$ cat src/rtl/mips_pkg.sv
// Shared definitions for the multi-cycle MIPS control path.
// Holds the field widths, the opcode/funct constants, the ALU select codes,
// the FSM state encoding and the packed control-word struct that groups
// every datapath strobe and select driven by the controller.
package mips_pkg;

    localparam int OP_WIDTH  = 6;
    localparam int SEL_WIDTH = 2;

    // Opcodes (IR[31:26])
    localparam logic [OP_WIDTH-1:0] OP_RTYPE = 6'h00;
    localparam logic [OP_WIDTH-1:0] OP_J     = 6'h02;
    localparam logic [OP_WIDTH-1:0] OP_BEQ   = 6'h04;
    localparam logic [OP_WIDTH-1:0] OP_ADDI  = 6'h08;
    localparam logic [OP_WIDTH-1:0] OP_LW    = 6'h23;
    localparam logic [OP_WIDTH-1:0] OP_SW    = 6'h2B;

    // R-type funct codes (IR[5:0])
    localparam logic [OP_WIDTH-1:0] FN_ADD = 6'h20;
    localparam logic [OP_WIDTH-1:0] FN_SUB = 6'h22;
    localparam logic [OP_WIDTH-1:0] FN_AND = 6'h24;
    localparam logic [OP_WIDTH-1:0] FN_OR  = 6'h25;

    // ALU select codes
    localparam logic [SEL_WIDTH-1:0] ALU_ADD = 2'b00;
    localparam logic [SEL_WIDTH-1:0] ALU_SUB = 2'b01;
    localparam logic [SEL_WIDTH-1:0] ALU_AND = 2'b10;
    localparam logic [SEL_WIDTH-1:0] ALU_OR  = 2'b11;

    typedef enum logic [3:0] {
        RESET    = 4'd0,
        FETCH    = 4'd1,
        DECODE   = 4'd2,
        EXEC_R   = 4'd3,
        R_WB     = 4'd4,
        MEM_ADDR = 4'd5,
        MEM_RD   = 4'd6,
        MEM_WB   = 4'd7,
        MEM_WR   = 4'd8,
        BRANCH   = 4'd9,
        JUMP     = 4'd10,
        ADDI_EX  = 4'd11,
        ADDI_WB  = 4'd12
    } state_t;

    // One control word per cycle; all-zero is the idle/safe value.
    typedef struct packed {
        logic [SEL_WIDTH-1:0] alu_load;
        logic                 alu_src_a;
        logic [1:0]           alu_src_b;
        logic [1:0]           pc_source;
        logic                 pc_write;
        logic                 ir_write;
        logic                 mem_read;
        logic                 mem_write;
        logic                 iord;
        logic                 reg_write;
        logic                 reg_dst;
        logic                 mem_to_reg;
    } ctrl_t;

endpackage

$ cat src/rtl/mips_multicycle_control_if.sv
// Control <-> datapath bundle for the multi-cycle MIPS core.
// master: the controller (consumes opcode/funct/zeroflag, drives strobes).
// slave : the datapath side (drives opcode/funct/zeroflag, consumes strobes).
//   opcode, funct  instruction register fields
//   zeroflag       ALU zero flag, meaningful while alu_load=SUB
//   alu_load       ALU operation select
//   alu_src_a/b, pc_source, pc_write, ir_write, mem_read, mem_write,
//   iord, reg_write, reg_dst, mem_to_reg   datapath strobes/selects
//   illegal_op     sticky unsupported-instruction flag
//   state_o        current FSM state for debug
interface mips_multicycle_control_if #(
    parameter int OP_WIDTH  = mips_pkg::OP_WIDTH,
    parameter int SEL_WIDTH = mips_pkg::SEL_WIDTH
) ();
    logic [OP_WIDTH-1:0]  opcode;
    logic [OP_WIDTH-1:0]  funct;
    logic                 zeroflag;
    logic [SEL_WIDTH-1:0] alu_load;
    logic                 alu_src_a;
    logic [1:0]           alu_src_b;
    logic [1:0]           pc_source;
    logic                 pc_write;
    logic                 ir_write;
    logic                 mem_read;
    logic                 mem_write;
    logic                 iord;
    logic                 reg_write;
    logic                 reg_dst;
    logic                 mem_to_reg;
    logic                 illegal_op;
    logic [3:0]           state_o;

    modport master (
        input  opcode, funct, zeroflag,
        output alu_load, alu_src_a, alu_src_b, pc_source, pc_write, ir_write,
               mem_read, mem_write, iord, reg_write, reg_dst, mem_to_reg,
               illegal_op, state_o
    );

    modport slave (
        output opcode, funct, zeroflag,
        input  alu_load, alu_src_a, alu_src_b, pc_source, pc_write, ir_write,
               mem_read, mem_write, iord, reg_write, reg_dst, mem_to_reg,
               illegal_op, state_o
    );
endinterface

$ cat src/rtl/mips_multicycle_control_alu_funct_decode.sv
// Combinational R-type funct decoder.
//   funct        in   IR[5:0]
//   alu_load     out  ALU select for the funct (ADD when unsupported)
//   funct_valid  out  1 when funct is add/sub/and/or
module alu_funct_decode
    import mips_pkg::*;
(
    input  logic [OP_WIDTH-1:0]  funct,
    output logic [SEL_WIDTH-1:0] alu_load,
    output logic                 funct_valid
);

    always_comb begin
        // NOTE: every output gets a default before the case so no path leaves it unassigned (no latch).
        alu_load    = ALU_ADD;
        funct_valid = 1'b1;
        case (funct)
            FN_ADD:  alu_load = ALU_ADD;
            FN_SUB:  alu_load = ALU_SUB;
            FN_AND:  alu_load = ALU_AND;
            FN_OR:   alu_load = ALU_OR;
            default: funct_valid = 1'b0;
        endcase
    end

endmodule

$ cat src/rtl/mips_multicycle_control.sv
// Multi-cycle MIPS control FSM.
// Sequences fetch/decode/execute/memory/writeback and drives the datapath
// strobes plus the 2-bit ALU select. Outputs are Moore decodes of the
// registered state, except pc_write in BRANCH which follows zeroflag in
// the same cycle.
//   clk   in  rising-edge clock
//   rst   in  asynchronous active-high reset
//   bus   master side of mips_multicycle_control_if
module mips_multicycle_control
    import mips_pkg::*;
(
    input  logic                        clk,
    input  logic                        rst,
    mips_multicycle_control_if.master   bus
);

    state_t               state_q;
    state_t               state_d;
    ctrl_t                ctrl;
    logic                 set_illegal;
    logic                 illegal_q;
    logic [SEL_WIDTH-1:0] funct_sel;
    logic                 funct_valid;

    alu_funct_decode u_funct_decode (
        .funct       (bus.funct),
        .alu_load    (funct_sel),
        .funct_valid (funct_valid)
    );

    // NOTE: sequential state uses non-blocking assignments so every flop samples pre-edge values.
    always_ff @(posedge clk or posedge rst) begin
        if (rst) begin
            state_q <= RESET;
        end else begin
            state_q <= state_d;
        end
    end

    always_ff @(posedge clk or posedge rst) begin
        if (rst) begin
            illegal_q <= 1'b0;
        end else if (set_illegal) begin
            illegal_q <= 1'b1;
        end
    end

    // Next-state logic
    always_comb begin
        state_d     = FETCH;
        set_illegal = 1'b0;
        case (state_q)
            RESET:  state_d = FETCH;
            FETCH:  state_d = DECODE;
            DECODE: begin
                case (bus.opcode)
                    OP_RTYPE:     state_d = EXEC_R;
                    OP_LW, OP_SW: state_d = MEM_ADDR;
                    OP_BEQ:       state_d = BRANCH;
                    OP_J:         state_d = JUMP;
                    OP_ADDI:      state_d = ADDI_EX;
                    default: begin
                        state_d     = FETCH;
                        set_illegal = 1'b1;
                    end
                endcase
            end
            EXEC_R: begin
                if (funct_valid) begin
                    state_d = R_WB;
                end else begin
                    state_d     = FETCH;
                    set_illegal = 1'b1;
                end
            end
            // Only lw and sw reach MEM_ADDR, so anything but lw is a store.
            MEM_ADDR: state_d = (bus.opcode == OP_LW) ? MEM_RD : MEM_WR;
            MEM_RD:   state_d = MEM_WB;
            ADDI_EX:  state_d = ADDI_WB;
            // R_WB, MEM_WB, MEM_WR, BRANCH, JUMP, ADDI_WB and any
            // unreachable encoding all return to FETCH.
            default:  state_d = FETCH;
        endcase
    end

    // Output decode; RESET and unreachable encodings keep the all-zero word.
    always_comb begin
        ctrl = '0;
        case (state_q)
            FETCH: begin
                ctrl.mem_read  = 1'b1;
                ctrl.ir_write  = 1'b1;
                ctrl.alu_src_b = 2'b01;
                ctrl.pc_write  = 1'b1;
            end
            DECODE: begin
                ctrl.alu_src_b = 2'b11;
            end
            EXEC_R: begin
                ctrl.alu_src_a = 1'b1;
                ctrl.alu_load  = funct_sel;
            end
            R_WB: begin
                ctrl.reg_write = 1'b1;
                ctrl.reg_dst   = 1'b1;
            end
            MEM_ADDR, ADDI_EX: begin
                ctrl.alu_src_a = 1'b1;
                ctrl.alu_src_b = 2'b10;
            end
            MEM_RD: begin
                ctrl.mem_read = 1'b1;
                ctrl.iord     = 1'b1;
            end
            MEM_WB: begin
                ctrl.reg_write  = 1'b1;
                ctrl.mem_to_reg = 1'b1;
            end
            MEM_WR: begin
                ctrl.mem_write = 1'b1;
                ctrl.iord      = 1'b1;
            end
            BRANCH: begin
                ctrl.alu_src_a = 1'b1;
                ctrl.alu_load  = ALU_SUB;
                ctrl.pc_source = 2'b01;
                // zeroflag is the SUB result of this very cycle.
                ctrl.pc_write  = bus.zeroflag;
            end
            JUMP: begin
                ctrl.pc_source = 2'b10;
                ctrl.pc_write  = 1'b1;
            end
            ADDI_WB: begin
                ctrl.reg_write = 1'b1;
            end
            default: ctrl = '0;
        endcase
    end

    assign bus.alu_load   = ctrl.alu_load;
    assign bus.alu_src_a  = ctrl.alu_src_a;
    assign bus.alu_src_b  = ctrl.alu_src_b;
    assign bus.pc_source  = ctrl.pc_source;
    assign bus.pc_write   = ctrl.pc_write;
    assign bus.ir_write   = ctrl.ir_write;
    assign bus.mem_read   = ctrl.mem_read;
    assign bus.mem_write  = ctrl.mem_write;
    assign bus.iord       = ctrl.iord;
    assign bus.reg_write  = ctrl.reg_write;
    assign bus.reg_dst    = ctrl.reg_dst;
    assign bus.mem_to_reg = ctrl.mem_to_reg;
    assign bus.illegal_op = illegal_q;
    assign bus.state_o    = state_q;

endmodule
$ cat src/flat_wrapper.sv
// flat-port wrapper written by rule: the top's interface ports become plain ports
module mips_multicycle_control_flat import mips_pkg::*;
  (clk, rst, bus_opcode, bus_funct, bus_zeroflag, bus_alu_load, bus_alu_src_a, bus_alu_src_b, bus_pc_source, bus_pc_write, bus_ir_write, bus_mem_read, bus_mem_write, bus_iord, bus_reg_write, bus_reg_dst, bus_mem_to_reg, bus_illegal_op, bus_state_o);
  mips_multicycle_control_if bus_i ();
  input  logic clk;
  input  logic rst;
  input wire logic [$bits(bus_i.opcode)-1:0] bus_opcode;
  input wire logic [$bits(bus_i.funct)-1:0] bus_funct;
  input wire logic [$bits(bus_i.zeroflag)-1:0] bus_zeroflag;
  output wire logic [$bits(bus_i.alu_load)-1:0] bus_alu_load;
  output wire logic [$bits(bus_i.alu_src_a)-1:0] bus_alu_src_a;
  output wire logic [$bits(bus_i.alu_src_b)-1:0] bus_alu_src_b;
  output wire logic [$bits(bus_i.pc_source)-1:0] bus_pc_source;
  output wire logic [$bits(bus_i.pc_write)-1:0] bus_pc_write;
  output wire logic [$bits(bus_i.ir_write)-1:0] bus_ir_write;
  output wire logic [$bits(bus_i.mem_read)-1:0] bus_mem_read;
  output wire logic [$bits(bus_i.mem_write)-1:0] bus_mem_write;
  output wire logic [$bits(bus_i.iord)-1:0] bus_iord;
  output wire logic [$bits(bus_i.reg_write)-1:0] bus_reg_write;
  output wire logic [$bits(bus_i.reg_dst)-1:0] bus_reg_dst;
  output wire logic [$bits(bus_i.mem_to_reg)-1:0] bus_mem_to_reg;
  output wire logic [$bits(bus_i.illegal_op)-1:0] bus_illegal_op;
  output wire logic [$bits(bus_i.state_o)-1:0] bus_state_o;
  assign bus_i.opcode = bus_opcode;
  assign bus_i.funct = bus_funct;
  assign bus_i.zeroflag = bus_zeroflag;
  assign bus_alu_load = bus_i.alu_load;
  assign bus_alu_src_a = bus_i.alu_src_a;
  assign bus_alu_src_b = bus_i.alu_src_b;
  assign bus_pc_source = bus_i.pc_source;
  assign bus_pc_write = bus_i.pc_write;
  assign bus_ir_write = bus_i.ir_write;
  assign bus_mem_read = bus_i.mem_read;
  assign bus_mem_write = bus_i.mem_write;
  assign bus_iord = bus_i.iord;
  assign bus_reg_write = bus_i.reg_write;
  assign bus_reg_dst = bus_i.reg_dst;
  assign bus_mem_to_reg = bus_i.mem_to_reg;
  assign bus_illegal_op = bus_i.illegal_op;
  assign bus_state_o = bus_i.state_o;
  mips_multicycle_control u_core (.clk(clk), .rst(rst), .bus(bus_i));
endmodule
$ cat config.mk
export PLATFORM = sky130hd
export DESIGN_NAME = mips_multicycle_control_flat
export DESIGN_NICKNAME = d
export VERILOG_FILES = /design/src/rtl/mips_pkg.sv /design/src/rtl/mips_multicycle_control_if.sv /design/src/rtl/mips_multicycle_control_alu_funct_decode.sv /design/src/rtl/mips_multicycle_control.sv /design/src/flat_wrapper.sv
export SDC_FILE = /design/constraint.sdc
export NUM_CORES = 1
export LEC_CHECK = 0
export ABC_CLOCK_PERIOD_IN_PS = 1500
export CAP_MARGIN = 20
export CORE_AREA = 3 3 40 42
export DETAILED_ROUTE_END_ITERATION = 12
export DIE_AREA = 0 0 43 45
export DONT_BUFFER_PORTS = 1
export HOLD_SLACK_MARGIN = 0.03
export RECOVER_POWER = 50
export SETUP_SLACK_MARGIN = 0.05
export SLEW_MARGIN = 0
export SYNTH_ARGS = -nofsm -noshare
export SYNTH_HDL_FRONTEND = slang
export SYNTH_SLANG_ARGS = --single-unit
export TNS_END_PERCENT = 50
$ cat constraint.sdc
create_clock -name clk -period 1.5 [get_ports clk]
set_clock_uncertainty 0.1 [all_clocks]
set_input_delay 0.3 -clock clk [delete_from_list [all_inputs] [get_ports clk]]
set_output_delay 0.3 -clock clk [all_outputs]
set_load 0.01 [all_outputs]
# Word level (Yosys, flattened, before mapping)
# Cells that the tools add are included.
# word_totals
register_bits	5
input_bits	15
output_inout_bits	20
wordCells	54
# op_classes
eq_ne	21
muxes	21
n_reduce_logical	10
# ops
cell	n
equality test 6 bit (second input constant)	6
case mux 4 bit (6 select lines)	1
equality test 4 bit (second input constant)	5
case mux 4 bit (5 select lines)	1
equality test 4 x 3 -> 1 bit (second input constant)	4
case mux 2 bit (3 select lines)	2
two-way mux 1 bit	11
OR reduction 2 bit	5
equality test 4 x 2 -> 1 bit (second input constant)	2
case mux 2 bit (2 select lines)	2
OR reduction 4 bit	2
equality test 6 x 2 -> 1 bit (second input constant)	1
equality test 6 x 3 -> 1 bit (second input constant)	1
equality test 6 x 4 -> 1 bit (second input constant)	1
zero test 6 bit	1
OR reduction 6 bit	1
equality test 4 x 1 -> 1 bit (second input constant)	1
two-way mux 4 bit	1
case mux 1 bit (2 select lines)	2
two-way mux 3 bit	1
OR reduction 3 bit	1

# Logic depth before layout (Yosys ltp)
# logic_depth
word_depth	5
ltp_mapped	5
mapped_depth_nobuf	4

# Modules after synthesis
# A second synthesis with hierarchy kept.
# unflattened
cells_unflattened	88
area_unflattened_um2	663.1
# by_module_without_submodules
mod	instances	cells_each	area_per_inst_um2	seq_area_each_um2
mips_multicycle_control	1	81	599.3	125.1
alu_funct_decode	1	7	63.8	0.0

# Least setup slack after synthesis
# Ideal clock, no wire load.
# synth_timing
path_type	reg2out
from	register u_core.state_q[0], in the netlist u_core.bus.state_o[0]
to	output bus_alu_load[1]
arrival_time_ps	1202
t_required_ps	1100
setup_slack_ps	-102
path_stages_with_launch	6
path_buffers	1
cell_sequence	dfrtp_1 buf_6 nand2_2 nor3_2 nand3_1 nor3b_2
# synth_between
elab_chain_cells	2
elab_cells_between_ends	3
cone_classes	eq/ne: 2; mux: 1
# synth_lines
item	line_no	text
from (decl)	mips_multicycle_control.sv:17	state_t state_q;
from (signal assigned)	mips_multicycle_control.sv:36	state_q <= state_d;
equality test 4 bit or equality test 4 x 2 -> 1 bit (tied branches)	mips_multicycle_control.sv:89	case (state_q)
case mux 2 bit (2 select lines) (*)	mips_multicycle_control.sv:89	
to (decl)	flat_wrapper.sv:10	output wire logic [$bits(bus_i.alu_load)-1:0] bus_alu_load;
# Every way passes the cells marked *; elsewhere a longest branch is shown, timed or not.

# Final worst setup path
# layout_timing
from	register u_core.state_q[1], in the netlist u_core.bus.state_o[1]
to	output bus_iord
# layout_between
elab_chain_cells	3
elab_cells_between_ends	4
cone_classes	eq/ne: 2; mux: 1; reduce/logical: 1
# layout_lines
item	line_no	text
equality test 4 bit or equality test 4 x 3 -> 1 bit (tied branches)	mips_multicycle_control.sv:89	
OR reduction 2 bit (no line) (*)	n/a	
two-way mux 1 bit (*)	mips_multicycle_control.sv:89	
to (decl)	flat_wrapper.sv:18	output wire logic [$bits(bus_i.iord)-1:0] bus_iord;
# Marks and branches as above.

==> results <==
## layout by cell type, fill, tap and decap left out, drive strengths merged
cell type,count
a2111oi,1
a211o,1
a211oi,1
a21o,1
a21oi,4
a221o,1
a22o,1
a31oi,1
and2b,1
buf,39
clkbuf,4
dfrtp,5
dlygate4sd3,1
inv,3
mux2,2
mux2i,1
nand2,6
nand2b,5
nand3,3
nand3b,1
nand4b,1
nor2,13
nor3,9
nor3b,1
nor4,1
o21a,1
o21ai,7
o22ai,2
o2bb2ai,1
o32ai,1
or2,1
xnor2,2
xor2,1
## power breakdown
| group | switching, mW | internal (mW) |
|---|---|---|
| Clock | 0.0564 | 0.101 |
| Sequential | 0.0762 | 0.183 |
| Combinational | 0.783 | 0.889 |
| Total | 0.915 | 1.17 |
## flip-flops by register name, indices dropped and copies added (netlist names)
signal and flops:
u_core.bus.state_o 4, u_core.bus.illegal_op 1
## stage by stage
stage	hold slack, ps	utilization, %
after global placement	-8.78	68.3
after global routing	244	83.6
after floorplan	-21.6	-
after detailed placement	-1.21	68.3
after CTS	223	79.4
final	224	83.6
## worst max-delay path: stages (launching register included)
cell and delay [ps]:
dfrtp_2 420, buf_4 130, buf_6 120, mux2_2 350, nor2_4 110
## routing by layer
metal	up-vias	routed length [um]
met3	2	166
met1	365	930
met5	-	0
met2	42	1120
li1	385	-
met4	0	21
## area by class of cell
class	count	area, um2	share of cell area, %
multi-input combinational	71	571	53.1
timing repair buffer	40	318	29.6
sequential	5	130	12.1
clock buffer	4	26.3	2.44
tap	15	18.8	1.75
inverter	3	11.3	1.05
## kinds of logic (layout without fill, tap and decap cells)
group           count (synthesis)  after routing  synth area share, %
simple gates                   42             42                 37.4
buf+inv                        10             47                 8.44
mux                             3              3                 4.99
flops                           5              5                 19.2
compound gates                 23             23                 25.9
xor+xnor                        3              3                 4.03
## cells in the mapped netlist (all sizes together), types with 2 or more instances
| cell | number |
|---|---|
| o22ai | 2 |
| a21oi | 4 |
| nand2 | 6 |
| buf | 7 |
| inv | 3 |
| nand3 | 3 |
| o21ai | 7 |
| nor3 | 9 |
| nand2b | 5 |
| nor2 | 13 |
| dfrtp | 5 |
| xnor2 | 2 |
| mux2 | 2 |
## path summary, 6_finish.rpt
kind                                  startpoint                     to  slack, ps  depth (start not counted)
max                        u_core.bus.state_o[1]               bus_iord       -270                          4
min                                bus_opcode[4]  u_core.bus.illegal_op        220                          3
max reg2reg                u_core.bus.state_o[1]  u_core.bus.state_o[1]       -110                          7
min reg2reg                u_core.bus.illegal_op  u_core.bus.illegal_op        460                          1
max in group asynchronous                    rst  u_core.bus.state_o[3]        800                          2
min in group asynchronous                    rst  u_core.bus.illegal_op        300                          2
## what timing repair did
| action | in CTS | in global routing |
|---|---|---|
| hold buffers | 1 | 0 |
| endpoints found under the setup margin | 18 | 18 |
| pin swaps | 4 | 5 |
| setup buffers | 5 | 5 |
| endpoints found under the hold margin | 5 | 0 |
| gates resized for setup | 19 | 8 |
==> results.tsv <==
stage	metric	value	unit
clock_tree	h-tree-depth	1	
layout	final_nets	139	
timing	finalCriticalPeriod	1770	ps
grt	gr-usage-met3	3.19	%
grt	grt.busiest_layer	met2	
setup_path	cp-start-kind	flop	
clock_tree	cts_buffer_depth	2	
power	finalPower	2.09	mW
clock_tree	clk_latency	240	ps
layout	n_fill_cell	82	
logic_synthesis	ys_types	37	
flow_run	maxCapViolations	0	
layout	drive_gt1_share	57.7	%
clock_tree	path_clk_slew	50	ps
grt	use_met2	39.8	%
placement	dp.cells	125	
layout	final_area	1070	um2
route	drc	0	
floorplan	rows	13	
grt	grt_use_total	23.3	%
timing	hold_violations	0	
route	drt_iter0_drc	11	
run_status	violations	negative setup slack	
floorplan	dieHeight	45	um
timing	setup_slack	-269	ps
placement	gp_congestion	0.853	
logic_synthesis	synthTopCellsByArea	dfrtp_1 (19%), nor2_1 (7.5%), nor3_1 (5.4%)	
logic_synthesis	synth_cells	86	
clock_tree	cts_buffers	3	
floorplan	coreArea	1280	um2
grt	gr-usage-met1	30.5	%
route	wl_per_cell	16.2	um
run_status	status	finished, violations left	
route	antenna_left	0	
setup_path	criticalPathCategory	reg2out	
power	p_leak	0.481	nW
timing	tns	-2970	ps
route	dr_total_vias	794	
floorplan	initial_core_util	50.7	%
layout	fin_cells	138	
placement	dpl.hpwl	1.58	mm
clock_tree	cts_root_buf	clkbuf_4	
logic_synthesis	ys_ff_latch	5	
grt	grt_pass1_wl	3.46	mm
clock_tree	tritoncts	yes	
logic_synthesis	syn_area	652	um2
floorplan	die-area	1940	um2
logic_synthesis	ys_warn_count	0	
timing	fmax	0.565	GHz
route	drt_pass1_iterations	4	
grt	grt_max_degree	11	
setup_path	critical_path_arrival	1370	ps
route	wl	2.23	mm
route	drt-vias-per-instance	5.75	
logic_synthesis	seq_area_frac_synth	19.2	%
logic_synthesis	ys.flop_type	dfrtp_1	
power	power.density	1940	nW/um2
power	ir_drop	1.04	mV
timing	fin_crit_sh	118	%
grt	overflow	0	
logic_synthesis	avgSynthCellArea	7.58	um2
floorplan	io_pins	35	
timing	setup_viol	18	
logic_synthesis	synth-edff-count	0	
setup_path	path_max_fanout	8	
layout	insertedDiodeCount	0	
timing	relSlewSlack	83.2	%
timing	worst_pin_slew	250	ps
timing	rsz0062_at_grt	yes	
placement	place_ws	-27.3	ps
timing	slew_violations	0	
logic_synthesis	synth_top_area_share	19.2	%
logic_synthesis	syn_nets	101	
setup_path	critical_path_required	1100	ps
logic_synthesis	synthArstFlopShare	100	%
logic_synthesis	yosysTopAreaCell	dfrtp_1	
layout	area_growth	64.9	%
placement	place_area	877	um2
grt	grt_pass1_vias	773	
grt	antenna_found_initial	0	
floorplan	fp.dieW	43	um
placement	port_buffers	0	
clock_tree	clock_sinks	5	
hold_path	hold_class	in2reg	
setup_path	cp-end-kind	output port	
(Power assumes the default switching activity.)
